File: src/rtl/reg_scoreboard.sv
// Per-register pending-writer scoreboard for decode RAW/WAW interlock.
// Counts issued-but-not-retired writers per GPR plus total in-flight instructions.
module reg_scoreboard #(
  parameter int NREG  = 32,
  parameter int CNT_W = 2,
  parameter int INF_W = 3
) (
  input  logic             clk,
  input  logic             resetn,
  input  logic             id_valid,
  input  logic [4:0]       id_rs,
  input  logic [4:0]       id_rt,
  input  logic             id_use_rs,
  input  logic             id_use_rt,
  input  logic             id_wen,
  input  logic [4:0]       id_wdest,
  input  logic             id_fire,
  input  logic             wb_valid,
  input  logic             wb_wen,
  input  logic [4:0]       wb_wdest,
  input  logic             flush,
  output logic             rs_wait,
  output logic             rt_wait,
  output logic             waw_full,
  output logic             id_stall,
  output logic [INF_W-1:0] inflight,
  output logic             sb_err
);

  localparam logic [CNT_W-1:0] CMAX = '1;
  localparam logic [CNT_W-1:0] CONE = CNT_W'(1);
  localparam logic [INF_W-1:0] IMAX = '1;
  localparam logic [INF_W-1:0] IONE = INF_W'(1);

  logic [NREG-1:0][CNT_W-1:0] cnt_q, cnt_d;
  logic [INF_W-1:0]           inf_q, inf_d;
  logic                       err_q, err_d;

  logic fire, iss, ret, same;

  // cnt_q[0] is never written, so r0 reads as "no writers" by construction
  assign rs_wait  = id_valid & id_use_rs & (id_rs != 5'd0) & (cnt_q[id_rs] != '0);
  assign rt_wait  = id_valid & id_use_rt & (id_rt != 5'd0) & (cnt_q[id_rt] != '0);
  assign waw_full = id_valid & id_wen & (id_wdest != 5'd0) & (cnt_q[id_wdest] == CMAX);
  assign id_stall = rs_wait | rt_wait | waw_full;
  assign inflight = inf_q;
  assign sb_err   = err_q;

  assign fire = id_fire & id_valid;
  assign iss  = fire & id_wen & (id_wdest != 5'd0);
  assign ret  = wb_valid & wb_wen & (wb_wdest != 5'd0);
  assign same = iss & ret & (id_wdest == wb_wdest);

  always_comb begin
    cnt_d = cnt_q;
    inf_d = inf_q;
    err_d = err_q;
    if (flush) begin
      cnt_d = '0;
      inf_d = '0;
    end else begin
      if (id_fire & ~id_valid) err_d = 1'b1;
      if (fire & id_stall)     err_d = 1'b1;
      // issue+retire to one register cancel out, even at the counter limits
      if (!same) begin
        if (iss) begin
          if (cnt_q[id_wdest] == CMAX) err_d = 1'b1;
          else cnt_d[id_wdest] = cnt_q[id_wdest] + CONE;
        end
        if (ret) begin
          if (cnt_q[wb_wdest] == '0) err_d = 1'b1;
          else cnt_d[wb_wdest] = cnt_q[wb_wdest] - CONE;
        end
      end
      case ({fire, wb_valid})
        2'b10: if (inf_q == IMAX) err_d = 1'b1; else inf_d = inf_q + IONE;
        2'b01: if (inf_q == '0)   err_d = 1'b1; else inf_d = inf_q - IONE;
        default: ;
      endcase
    end
  end

  always_ff @(posedge clk or negedge resetn) begin
    if (!resetn) begin
      cnt_q <= '0;
      inf_q <= '0;
      err_q <= 1'b0;
    end else begin
      cnt_q <= cnt_d;
      inf_q <= inf_d;
      err_q <= err_d;
    end
  end

endmodule

File: config.mk
export PLATFORM = sky130hd
export DESIGN_NAME = reg_scoreboard
export DESIGN_NICKNAME = d
export VERILOG_FILES = /design/src/rtl/reg_scoreboard.sv
export SDC_FILE = /design/constraint.sdc
export NUM_CORES = 1
export LEC_CHECK = 0
export BUFFER_PORTS_ARGS = -buffer_cell sky130_fd_sc_hd__buf_2
export CAP_MARGIN = 20
export CELL_PAD_IN_SITES_DETAIL_PLACEMENT = 1
export CELL_PAD_IN_SITES_GLOBAL_PLACEMENT = 1
export CORE_ASPECT_RATIO = 1.75
export CORE_MARGIN = 5
export CORE_UTILIZATION = 39
export CTS_BUF_LIST = sky130_fd_sc_hd__clkbuf_2 sky130_fd_sc_hd__clkbuf_4 sky130_fd_sc_hd__clkbuf_8
export CTS_CLUSTER_DIAMETER = 200
export CTS_CLUSTER_SIZE = 24
export DETAILED_ROUTE_END_ITERATION = 16
export PLACE_DENSITY = 0.8
export SKIP_LAST_GASP = 1
export SYNTH_ARGS = -nofsm -noshare
export SYNTH_HDL_FRONTEND = slang
export SYNTH_SLANG_ARGS = --single-unit
File: constraint.sdc
create_clock -name clk -period 3.4 [get_ports clk]
set_clock_uncertainty 0.2 [all_clocks]
set_input_delay 0.51 -clock clk [delete_from_list [all_inputs] [get_ports clk]]
set_output_delay 0.51 -clock clk [all_outputs]
set_load 0.01 [all_outputs]
; Word-level counts from Yosys, hierarchy flattened
; Index checks and enable logic that the tools add are counted.
[word_totals]
inputBits = 30
output_inout_bits = 8
wordCells = 121
register_bits = 68
[classes]
magnitude_cmp = 6
eq_ne = 8
reduce_logical = 12
bitwise = 21
add_sub_neg = 4
muxes = 36
[ops]
columns = op, n
row1 = $mux W64, 8
row2 = $bwmux W64, 2
row3 = $bmux W2 S5, 4
row4 = $lt A5 B6 Y1 const B, 4
row5 = $demux W2 S5, 2
row6 = $reduce_bool A5 Y1, 4
row7 = $and A1 B1 Y1, 18
row8 = $mux W2, 6
row9 = $ge A5 B1 Y1 const B, 2
row10 = $mux W1, 9
row11 = $mux W3, 3
row12 = $ne A3 B3 Y1 const B, 2
row13 = $pmux W3 S2, 1
row14 = $eq A5 B5 Y1, 1
row15 = $eq A2 B2 Y1 const B, 2
row16 = $reduce_bool A2 Y1, 2
row17 = $add A3 B1 Y3 const B, 1
row18 = $eq A3 B3 Y1 const B, 1
row19 = $logic_not A3 Y1, 1
row20 = $reduce_and A3 Y1, 1
row21 = $reduce_bool A3 Y1, 1
row22 = $sub A3 B1 Y3 const B, 1
row23 = $add A2 B1 Y2 const B, 1
row24 = $eq A2 B1 Y1 const B, 1
row25 = other kinds (7), 9

; Longest topological paths before layout
; Gate-level depths: netlist of the first run.
[logic_depth]
word_depth = 15
depth_mapped = 16
depth_no_buf = 11

; Worst setup path before layout of the first run
; No wires, ideal clock.
[synth_timing]
path_kind = in2reg
start = input wb_wdest[0]
end = register cnt_q[53] (netlist name)
required_time_ps = 3080
arrival_ps = 3588
path_slack_ps = -508
stages = 15
path_buffers = 4
setup_time_ps = 120
cell_sequence = buf_2 buf_2 mux4_2 a22oi_1 nand4_1 inv_1 clkbuf_1 ha_1 and4b_1 nor2b_1 clkbuf_1 nand2_1 or3b_2 a21oi_1 nor2_1
[synth_between]
elab_chain_cells = 9
elab_cells_between_ends = 20
classes_between = add/sub (1) / order compare (2) / eq/ne (2) / mux (9) / bitwise (3) / reduce/logical (3)
[synth_rtl]
columns = item, line
row1 = "start, declared", 20  ; input logic [4:0] wb_wdest,
row2 = $lt A5 B6 Y1 (not written as such) / $ge A5 B1 Y1 (equally long branches), 72  ; else cnt_d[wb_wdest] = cnt_q[wb_wdest] - CONE;
row3 = $logic_and A1 B1 Y1 (not written as such), 72
row4 = $mux W2 (not written as such), 72
row5 = $demux W2 S5, 72
row6 = $bwmux W64, 72
row7 = $mux W64, 71  ; if (cnt_q[wb_wdest] == '0) err_d = 1'b1;
row8 = $mux W64, 70  ; if (ret) begin
row9 = $mux W64, 65  ; if (!same) begin
row10 = $mux W64, 58  ; if (flush) begin
row11 = "end signal, assigned", 89  ; cnt_q <= cnt_d;
row12 = "end, declared", 35  ; logic [NREG-1:0][CNT_W-1:0] cnt_q, cnt_d;
; Parallel ways exist; a longest one is shown, timed or not. The select of a mux whose other input is x is not followed.
; A chain may end at the register's enable or synchronous reset.

; Worst setup path after layout of the first run
[layout_timing]
start = register cnt_q[13] (netlist name)
end = output id_stall
[layout_between]
elab_chain_cells = 6
elab_cells_between_ends = 14
classes_between = eq/ne (1) / mux (6) / bitwise (5) / reduce/logical (2)
[layout_rtl]
columns = item, line
row1 = "$bmux W2 S5, on equally long branches", "42, 43"
row2 = "$mux W2, on equally long branches", "42, 43"
row3 = "$reduce_bool A2 Y1, on equally long branches", "42, 43"
row4 = "$and A1 B1 Y1, on equally long branches", "42, 43"
row5 = $or A1 B1 Y1, 45  ; assign id_stall = rs_wait | rt_wait | waw_full;
row6 = $or A1 B1 Y1 *, 45
row7 = "end, declared", 25  ; output logic id_stall,
; Mark *: on every way between the ends. The rest lies on a longest branch, timed or not. The select of a mux whose other input is x is not followed.

==> impl_metrics.toml, run 1 <==
[outcome]
status = "complete, but fails checks"
violations = "negative setup slack"

[clock_network]
clkTransAtPathRegs_ns = 0.11
cts_num_sinks = 68
clock_latency_ns = 0.40
cts.path.max_buffers = 2
cts_root_buffer = "clkbuf_8"
htreeDepth = 3
cts_tree = "built"
cts_inserted_buffers = 9
cts_hold_buf = 0

[yosys]
synth_most_common_cell = "a21oi_1"
synth.cell_area_um2 = 6345
post-synth-top-area-fraction = 0.2682
yosys-top-cells-count = "91 x a21oi_1, 85 x nor2_1, 80 x nand2_1"
syn_avg_cell_area_um2 = 8.031
synth-seq-area-share = 0.2682
netlist_instances = 790
synth_area_leader_cell = "dfrtp_1"
ys_warn_count = 0
async_flop_share = 1.000
synth_seq_cells = 68
synth-main-ff-cell = "dfrtp_1"
synth-edff-count = 0
synth_area_leaders = "dfrtp_1 27%, mux4_2 13%, a21oi_1 7.2%, o21ai_0 5.1%, nor2_1 5.0%"
yosysUniqueCellTypes = 60
synth_fp_nets = 825

[timing]
fin_ws_ns = -0.5008
drv_slew = 0
post-route-min-period_ns = 3.901
tightest_slew_ns = 1.003
final.period_utilization = 1.147
rsz0062_at_grt = "true"
setup_violations = 61
finalHoldViolCount = 0
relSlewSlack = 0.3317
max_freq_mhz = 256.4
hold_ws_ns = 0.06254

[global_route]
grt_max_degree = 69
gr-total-overflow = 0
grt_pass1_vias = 9113
grt_usage = 0.3744
antenna_found_initial = 2
grt_pass1_wl_um = 53100

[cells_and_area]
drive_gt1_frac = 0.4419
antenna_cells = 0
fin_nets = 1003
fin_cells = 1162
fin_util = 0.5688
synthToLayoutAreaGrowth_pct = 42.99
fillers = 1837

[die]
fp-row-count = 61
io_pins = 38
die_h_um = 178.7
die_w_um = 106.4
core_area_um2 = 15950
die-area_um2 = 19020
start_util = 0.3978

[detailed_routing]
drt_iter0_drc = 1341
wire_per_inst_um = 35.57
drc = 0
drtPass1Iterations = 6
ant_nets = 0
finalWirelength_um = 41330
vias = 8976
viasPerCell = 7.725

[pwr]
p_total_mw = 2.156
peakVddDrop_mv = 0.1504
power.leakage_nw = 3.778
powerDensity_nw_per_um2 = 237.6

[critical_path]
r2r_end = "cnt_q[3]$_DFFE_PN0P_"
crit_path_start_kind = "register"
critPathArrivalTime_ns = 3.19
rrSetupSlack_ns = -0.31
cp.required_ns = 2.69
reg2regPathDepth = 13
crit_path_end = "id_stall"
cp_max_fo = 4
rr_startpoint = "cnt_q[26]$_DFFE_PN0P_"
crit_type = "reg -> out"
endpoint_kind = "output pin"
crit_path_start = "cnt_q[13]$_DFFE_PN0P_"

[placed_design]
hpwl_um = 24610
place_inst = 1127
gp_congestion = 1.022
portBuffers = 37

[min_path]
hold_class = "in -> async"

[run]
maxCapViolCount = 0
==> layout by cell type (no fill, tap or decap), drive strengths merged, types with 12 or more instances in the layout <==
master | synthesis | final
a21oi | 91 | 91
a22oi | 17 | 17
buf | 28 | 235
clkbuf | 40 | 12
dfrtp | 68 | 68
inv | 15 | 15
mux4 | 37 | 37
nand2 | 80 | 80
nand3 | 16 | 16
nor2 | 85 | 85
nor3 | 31 | 31
o21ai | 71 | 71
o31ai | 22 | 22
or3 | 28 | 28
==> state kept, by name, indices dropped and copies added, names as in the netlist <==
name      cells
inflight      3
cnt_q        64
sb_err        1
==> what timing repair did <==
item	4_1_cts	5_1_grt
buffers inserted	3	16
resized for setup	20	170
setup endpoints to repair	48	64
pin swaps	5	63
==> through the flow <==
| stage | TNS, ns | instance area (um^2) | setup slack (ns) |
|---|---|---|---|
| after floorplan | -0.2801 | 6484 | -0.08086 |
| after global placement | -21.79 | 8063 | -0.4784 |
| after detailed placement | -26.81 | 8063 | -0.5736 |
| after CTS | -0.07975 | 8406 | -0.04387 |
| after global routing | -10.98 | 9072 | -0.4625 |
| final | -8.376 | 9072 | -0.5008 |
==> area by class of cell <==
class                      instances  area, um^2  area share
tap                              189       236.5     0.02607
sequential                        68        1703      0.1877
timing repair buffer             235        1918      0.2114
clock inverter                     4       72.57    0.007999
inverter                          15       56.30    0.006206
multi-input combinational        639        4933      0.5438
clock buffer                      12       152.6     0.01683
==> worst max-delay path, cell delays in order, from the launching register on <==
cell       delay (ns)
dfrtp_1          0.43
buf_4            0.18
nor2_1           0.44
a21oi_1          0.24
mux4_2           0.53
a2111oi_4        0.37
a311oi_2         0.10
or3_1            0.35
buf_2            0.14
==> logic make-up after synthesis <==
logic type / Yosys count / synth area share
flops: 68 / 0.2682
compound gates: 274 / 0.2676
xor+xnor: 6 / 0.008282
mux: 41 / 0.1382
simple gates: 313 / 0.2506
fa+ha+maj: 5 / 0.01104
buf+inv: 83 / 0.05600
==> per-layer routing <==
metal,global-route usage,share of wire,up-vias
met2,0.6233,0.45,918
met5,0,0.00065,-
met3,0.07568,0.12,381
met1,0.3957,0.32,4300
met4,0.3381,0.11,4
li1,-,-,3373
==> worst min-delay path by stage <==
stage	to	slack [ns]
2_1_floorplan	cnt_q[0]$_DFFE_PN0P_	0.01
3_3_place_gp	cnt_q[40]$_DFFE_PN0P_	0.34
3_5_place_dp	cnt_q[20]$_DFFE_PN0P_	0.35
4_1_cts	cnt_q[47]$_DFFE_PN0P_	0.11
5_1_grt	cnt_q[51]$_DFFE_PN0P_	0.14
6_report	cnt_q[47]$_DFFE_PN0P_	0.06
==> power breakdown <==
part	leakage [nW]	internal, mW	switching (mW)
Sequential	0.941	0.815	0.0154
Combinational	2.72	0.175	0.298
Clock	0.113	0.450	0.402
Power figures use the tool's default switching activity.
==> run 2: changes to the inputs <==
- SKIP_CTS_REPAIR_TIMING: unset -> 1
==> run 2 against run 1 <==
The flow still finishes with violations (negative setup slack). Combinational power shrank 2%. Sequential share of layout area grew 0.69 points. Clock power shrank 2.3%. Die area is the same. Clock-buffer cell count is the same. Global-route usage shrank 0.80 points. Critical path type is now reg -> reg. Largest cell class unchanged. Largest power group unchanged. Highest routed layer is now met4.
==> impl_metrics.toml, run 2 (synthesis results as in run 1) <==
[clock_network]
cts_root_buffer = "clkbuf_8"
clkTransAtPathRegs_ns = 0.09
cts_inserted_buffers = 9
htreeDepth = 3
cts.path.max_buffers = 2
cts_num_sinks = 68
cts_tree = "built"
clock_latency_ns = 0.37

[timing]
fin_ws_ns = -0.5291
relSlewSlack = 0.2383
setup_violations = 65
finalHoldViolCount = 0
tightest_slew_ns = 1.127
max_freq_mhz = 254.5
final.period_utilization = 1.156
rsz0062_at_grt = "true"
drv_slew = 0
fin_tns_setup_ns = -23.72
post-route-min-period_ns = 3.929

[pwr]
powerDensity_nw_per_um2 = 242.9
power.leakage_nw = 3.585
peakVddDrop_mv = 0.2004

[cells_and_area]
multi_input_area_um2 = 4703
largest_reg_flops = 64
drive_gt1_frac = 0.3846
fin_nets = 992
antenna_cells = 0
fin_util = 0.5483
mostFrequentLayoutCells = "159 x buf_4, 79 x a21oi_1, 78 x nor2_1"
seqCellArea_um2 = 1702
top_register = "cnt_q"
synthToLayoutAreaGrowth_pct = 37.84
mostFrequentLayoutCell = "buf_4"
design_area_um2 = 8746
fillers = 1867

[critical_path]
rr_startpoint = "cnt_q[36]$_DFFE_PN0P_"
crit_path_start = "cnt_q[36]$_DFFE_PN0P_"
cp_slowest_cell = "mux4_2"
crit_top_cell = "buf_4"
path_cells = "mux4_2 -> a22oi_2 -> buf_4 -> nand4_1 -> inv_1 -> ha_2 -> buf_4 -> nand3b_1 -> or3b_2 -> nor2_1 -> or3_1 -> o21ai_1 -> a21oi_1"
endpoint_kind = "register"
critPathArrivalTime_ns = 3.96
crit_type = "reg -> reg"
cp.required_ns = 3.43
max_stage_delay_ns = 0.61
cp_max_fo = 4
crit_path_start_kind = "register"

[die]
die_h_um = 178.7
core_area_um2 = 15950
die-area_um2 = 19020
io_pins = 38
die_w_um = 106.4
start_util = 0.3978
fp-row-count = 61

[global_route]
grt_max_degree = 69
grt_pass1_vias = 8934
grt_usage = 0.3664
grt_pass1_wl_um = 51940
antenna_found_initial = 0
gr-total-overflow = 0

[detailed_routing]
vias = 8974
drtPass1Iterations = 9
wire_per_inst_um = 35.29
viasPerCell = 7.797
drc = 0
drt_iter0_drc = 1370
ant_nets = 0
finalWirelength_um = 40620

[placed_design]
portBuffers = 37
hpwl_um = 24610
gp_congestion = 1.022
placed_area_um2 = 8063

[outcome]
status = "complete, but fails checks"
violations = "negative setup slack"

[min_path]
hold_class = "in -> async"

[run]
maxCapViolCount = 0
[run 2: cell types whose count changed in the layout (fill, tap and decap cells not counted), sizes merged]
| cell | previous run | this run |
|---|---|---|
| buf | 235 | 223 |
| clkbuf | 12 | 13 |
[run 2: power breakdown]
part / switching (mW) / internal, mW
Clock: 0.383 / 0.450
Combinational: 0.291 / 0.172
Sequential: 0.0142 / 0.815
Total: 0.688 / 1.44
[run 2: final timing paths]
path                                         endpoint  slack, ns  cells past startpoint
min in group clk                cnt_q[20]$_DFFE_PN0P_       0.39                      1
worst max-delay path            cnt_q[35]$_DFFE_PN0P_      -0.53                     13
max in group asynchronous       cnt_q[17]$_DFFE_PN0P_       2.25                      1
worst max register to register  cnt_q[35]$_DFFE_PN0P_      -0.53                     13
worst min-delay path            cnt_q[47]$_DFFE_PN0P_       0.07                      1
worst min register to register  cnt_q[20]$_DFFE_PN0P_       0.39                      1
[run 2: cell type report]
type | instances | area share
Clock buffer | 12 | 0.01745
Clock inverter | 4 | 0.008298
Inverter | 15 | 0.006438
Multi-Input combinational cell | 639 | 0.5378
Sequential cell | 68 | 0.1946
Tap cell | 189 | 0.02704
Timing Repair Buffer | 224 | 0.2084
[run 2: metrics by stage]
stage          power (mW)  cells  setup slack, ns  hold slack (ns)
5_1_grt             2.169   1151          -0.4851           0.1532
4_1_cts             2.069   1143          -0.2968           0.1120
2_1_floorplan       1.040    790         -0.08086          0.01441
3_3_place_gp        1.234   1127          -0.4784           0.3366
6_report            2.125   1151          -0.5291          0.06937
3_5_place_dp        1.246   1127          -0.5736           0.3453
[run 2: worst max-delay path, delay by kind of cell, from the launching register on]
| family | cells | cell delay [ns] |
|---|---|---|
| compound gates | 3 | 0.68 |
| fa+ha+maj | 1 | 0.19 |
| buf+inv | 3 | 0.45 |
| flops | 1 | 0.49 |
| mux | 1 | 0.61 |
| simple gates | 5 | 1.18 |
[run 2: metal layers]
metal / wire length, um / track usage / up-vias
met5: 0 / 0 / -
met4: 4877 / 0.3365 / 0
met3: 5262 / 0.07568 / 426
met2: 18070 / 0.6063 / 940
met1: 12410 / 0.3869 / 4253
li1: - / - / 3355
==> run 3: changes to the inputs <==
- PLACE_DENSITY: 0.8 -> 0.77
- clock period: 3.4 -> 4.6 ns (I/O delays scaled with it)
==> run 3 against run 2 <==
The flow now finishes without violations. Power fell by 31%. Via count fell by 18%. Sequential power fell by 26%. Setup slack improved by 1.0 ns. Utilization fell by 11 points. Die area did not move. First-iteration DRC count fell by 43%. Worst hold slack improved by 0.056 ns. Non-clock buffer count fell by 146. Critical path type is now in -> reg. Largest cell class unchanged.
==> impl_metrics.toml, run 3 (synthesis results as in run 1) <==
[die]
die_h_um = 178.7
die_w_um = 106.4
core_area_um2 = 15950
die-area_um2 = 19020
io_pins = 38
fp-row-count = 61
start_util = 0.3978

[timing]
tightest_slew_ns = 0.7497
max_freq_mhz = 243.3
drv_slew = 0
finalHoldViolCount = 0
fin_tns_setup_ns = 0
rsz0062_at_grt = "false"
fin_ws_ns = 0.4899
final.period_utilization = 0.8935
post-route-min-period_ns = 4.110
setup_violations = 0
relSlewSlack = 0.4923
hold_ws_ns = 0.1250

[critical_path]
crit_type = "in -> reg"
crit_path_start_kind = "input port"
cp_max_fo = 16
cp.required_ns = 4.68
critPathArrivalTime_ns = 4.19
endpoint_kind = "register"

[cells_and_area]
largest_reg_flops = 64
mostFrequentLayoutCell = "a21oi_1"
mostFrequentLayoutCells = "91 x a21oi_1, 85 x nor2_1, 80 x nand2_1"
design_area_um2 = 7012
fin_nets = 846
top_register = "cnt_q"
drive_gt1_frac = 0.1789
synthToLayoutAreaGrowth_pct = 10.51
fin_cells = 1006

[clock_network]
clock_latency_ns = 0.38
cts_inserted_buffers = 9
clkTransAtPathRegs_ns = 0.09
cts_num_sinks = 68
cts_root_buffer = "clkbuf_8"
cts_tree = "built"
cts.path.max_buffers = 2
htreeDepth = 3

[outcome]
status = "complete, no violations"

[pwr]
power.leakage_nw = 2.653
peakVddDrop_mv = 0.09622
powerDensity_nw_per_um2 = 209.1

[placed_design]
gp_congestion = 1.025
place_inst = 989
hpwl_um = 22150
portBuffers = 37
placed_area_um2 = 6784
pre_cts_ws_ns = 0.3045

[detailed_routing]
drc = 0
ant_nets = 0
vias = 7340
drt_iter0_drc = 784
finalWirelength_um = 30540
wire_per_inst_um = 30.35
drtPass1Iterations = 5
viasPerCell = 7.296

[global_route]
grt_pass1_vias = 7623
gr-total-overflow = 0
antenna_found_initial = 1
grt_usage = 0.3259
grt_pass1_wl_um = 46110
grt_max_degree = 44

[min_path]
hold_class = "in -> async"

[run]
maxCapViolCount = 0
[run 3: cell types whose count changed in the layout (fill, tap and decap cells not counted), moves of 7 or more]
cell and change:
buf_4 -118, a22oi_1 +7, a21oi_2 -11, a21oi_1 +12, a22oi_2 -7, o21ai_0 +15, nand2_1 +17, nor2_1 +7
o21ai_1 -12, buf_6 -17, buf_12 -13, nand2_2 -13, nor3b_1 +8
[run 3: final cells by class]
| type | count | area, um^2 |
|---|---|---|
| Sequential cell | 68 | 1702 |
| Antenna cell | 1 | 2.502 |
| Inverter | 15 | 56.30 |
| Multi-Input combinational cell | 639 | 4297 |
| Clock inverter | 6 | 87.58 |
| Timing Repair Buffer | 78 | 493.0 |
| Clock buffer | 10 | 137.6 |
| Tap cell | 189 | 236.5 |
| Fill cell | 1925 | 8940 |
[run 3: path summary, 6_finish.rpt]
| check | cells after the start | start | slack, ns | to |
|---|---|---|---|---|
| min reg2reg | 1 | cnt_q[30]$_DFFE_PN0P_ | 0.39 | cnt_q[30]$_DFFE_PN0P_ |
| min in group clk | 1 | cnt_q[30]$_DFFE_PN0P_ | 0.39 | cnt_q[30]$_DFFE_PN0P_ |
| max | 13 | wb_wdest[2] | 0.49 | cnt_q[4]$_DFFE_PN0P_ |
| min | 1 | resetn | 0.12 | inflight[2]$_DFFE_PN0P_ |
| max reg2reg | 11 | cnt_q[36]$_DFFE_PN0P_ | 0.98 | cnt_q[9]$_DFFE_PN0P_ |
| max in group asynchronous | 2 | resetn | 2.96 | cnt_q[38]$_DFFE_PN0P_ |
[run 3: power by group]
group          internal, mW  switching [mW]  total (mW)
clock                 0.321           0.288       0.609
sequential            0.603          0.0112       0.614
combinational        0.0809           0.162       0.243
total                  1.00           0.462        1.47
[run 3: stage by stage]
stage | utilization | total power, mW
2_1_floorplan | - | 0.7623
3_3_place_gp | 0.4253 | 0.8563
3_5_place_dp | 0.4253 | 0.8623
4_1_cts | 0.4394 | 1.469
5_1_grt | 0.4396 | 1.505
6_report | 0.4396 | 1.466
[run 3: per-layer routing]
layer / global-route usage / up-vias / share of wire
met5: 0 / - / 0
met4: 0.2517 / 0 / 0.085
met2: 0.5497 / 464 / 0.49
met1: 0.3610 / 3666 / 0.35
met3: 0.05838 / 146 / 0.081
li1: - / 3064 / -
[run 3: worst max-delay path, cell delays in order]
cell and delay [ns]:
buf_2 0.35, nor3b_1 0.62, a22oi_1 0.25, nand4_1 0.17
inv_1 0.08, ha_1 0.20, and4b_1 0.35, nor2b_1 0.64
buf_4 0.22, nand2_1 0.12, a21oi_1 0.22, nor2_1 0.06
a211oi_1 0.21
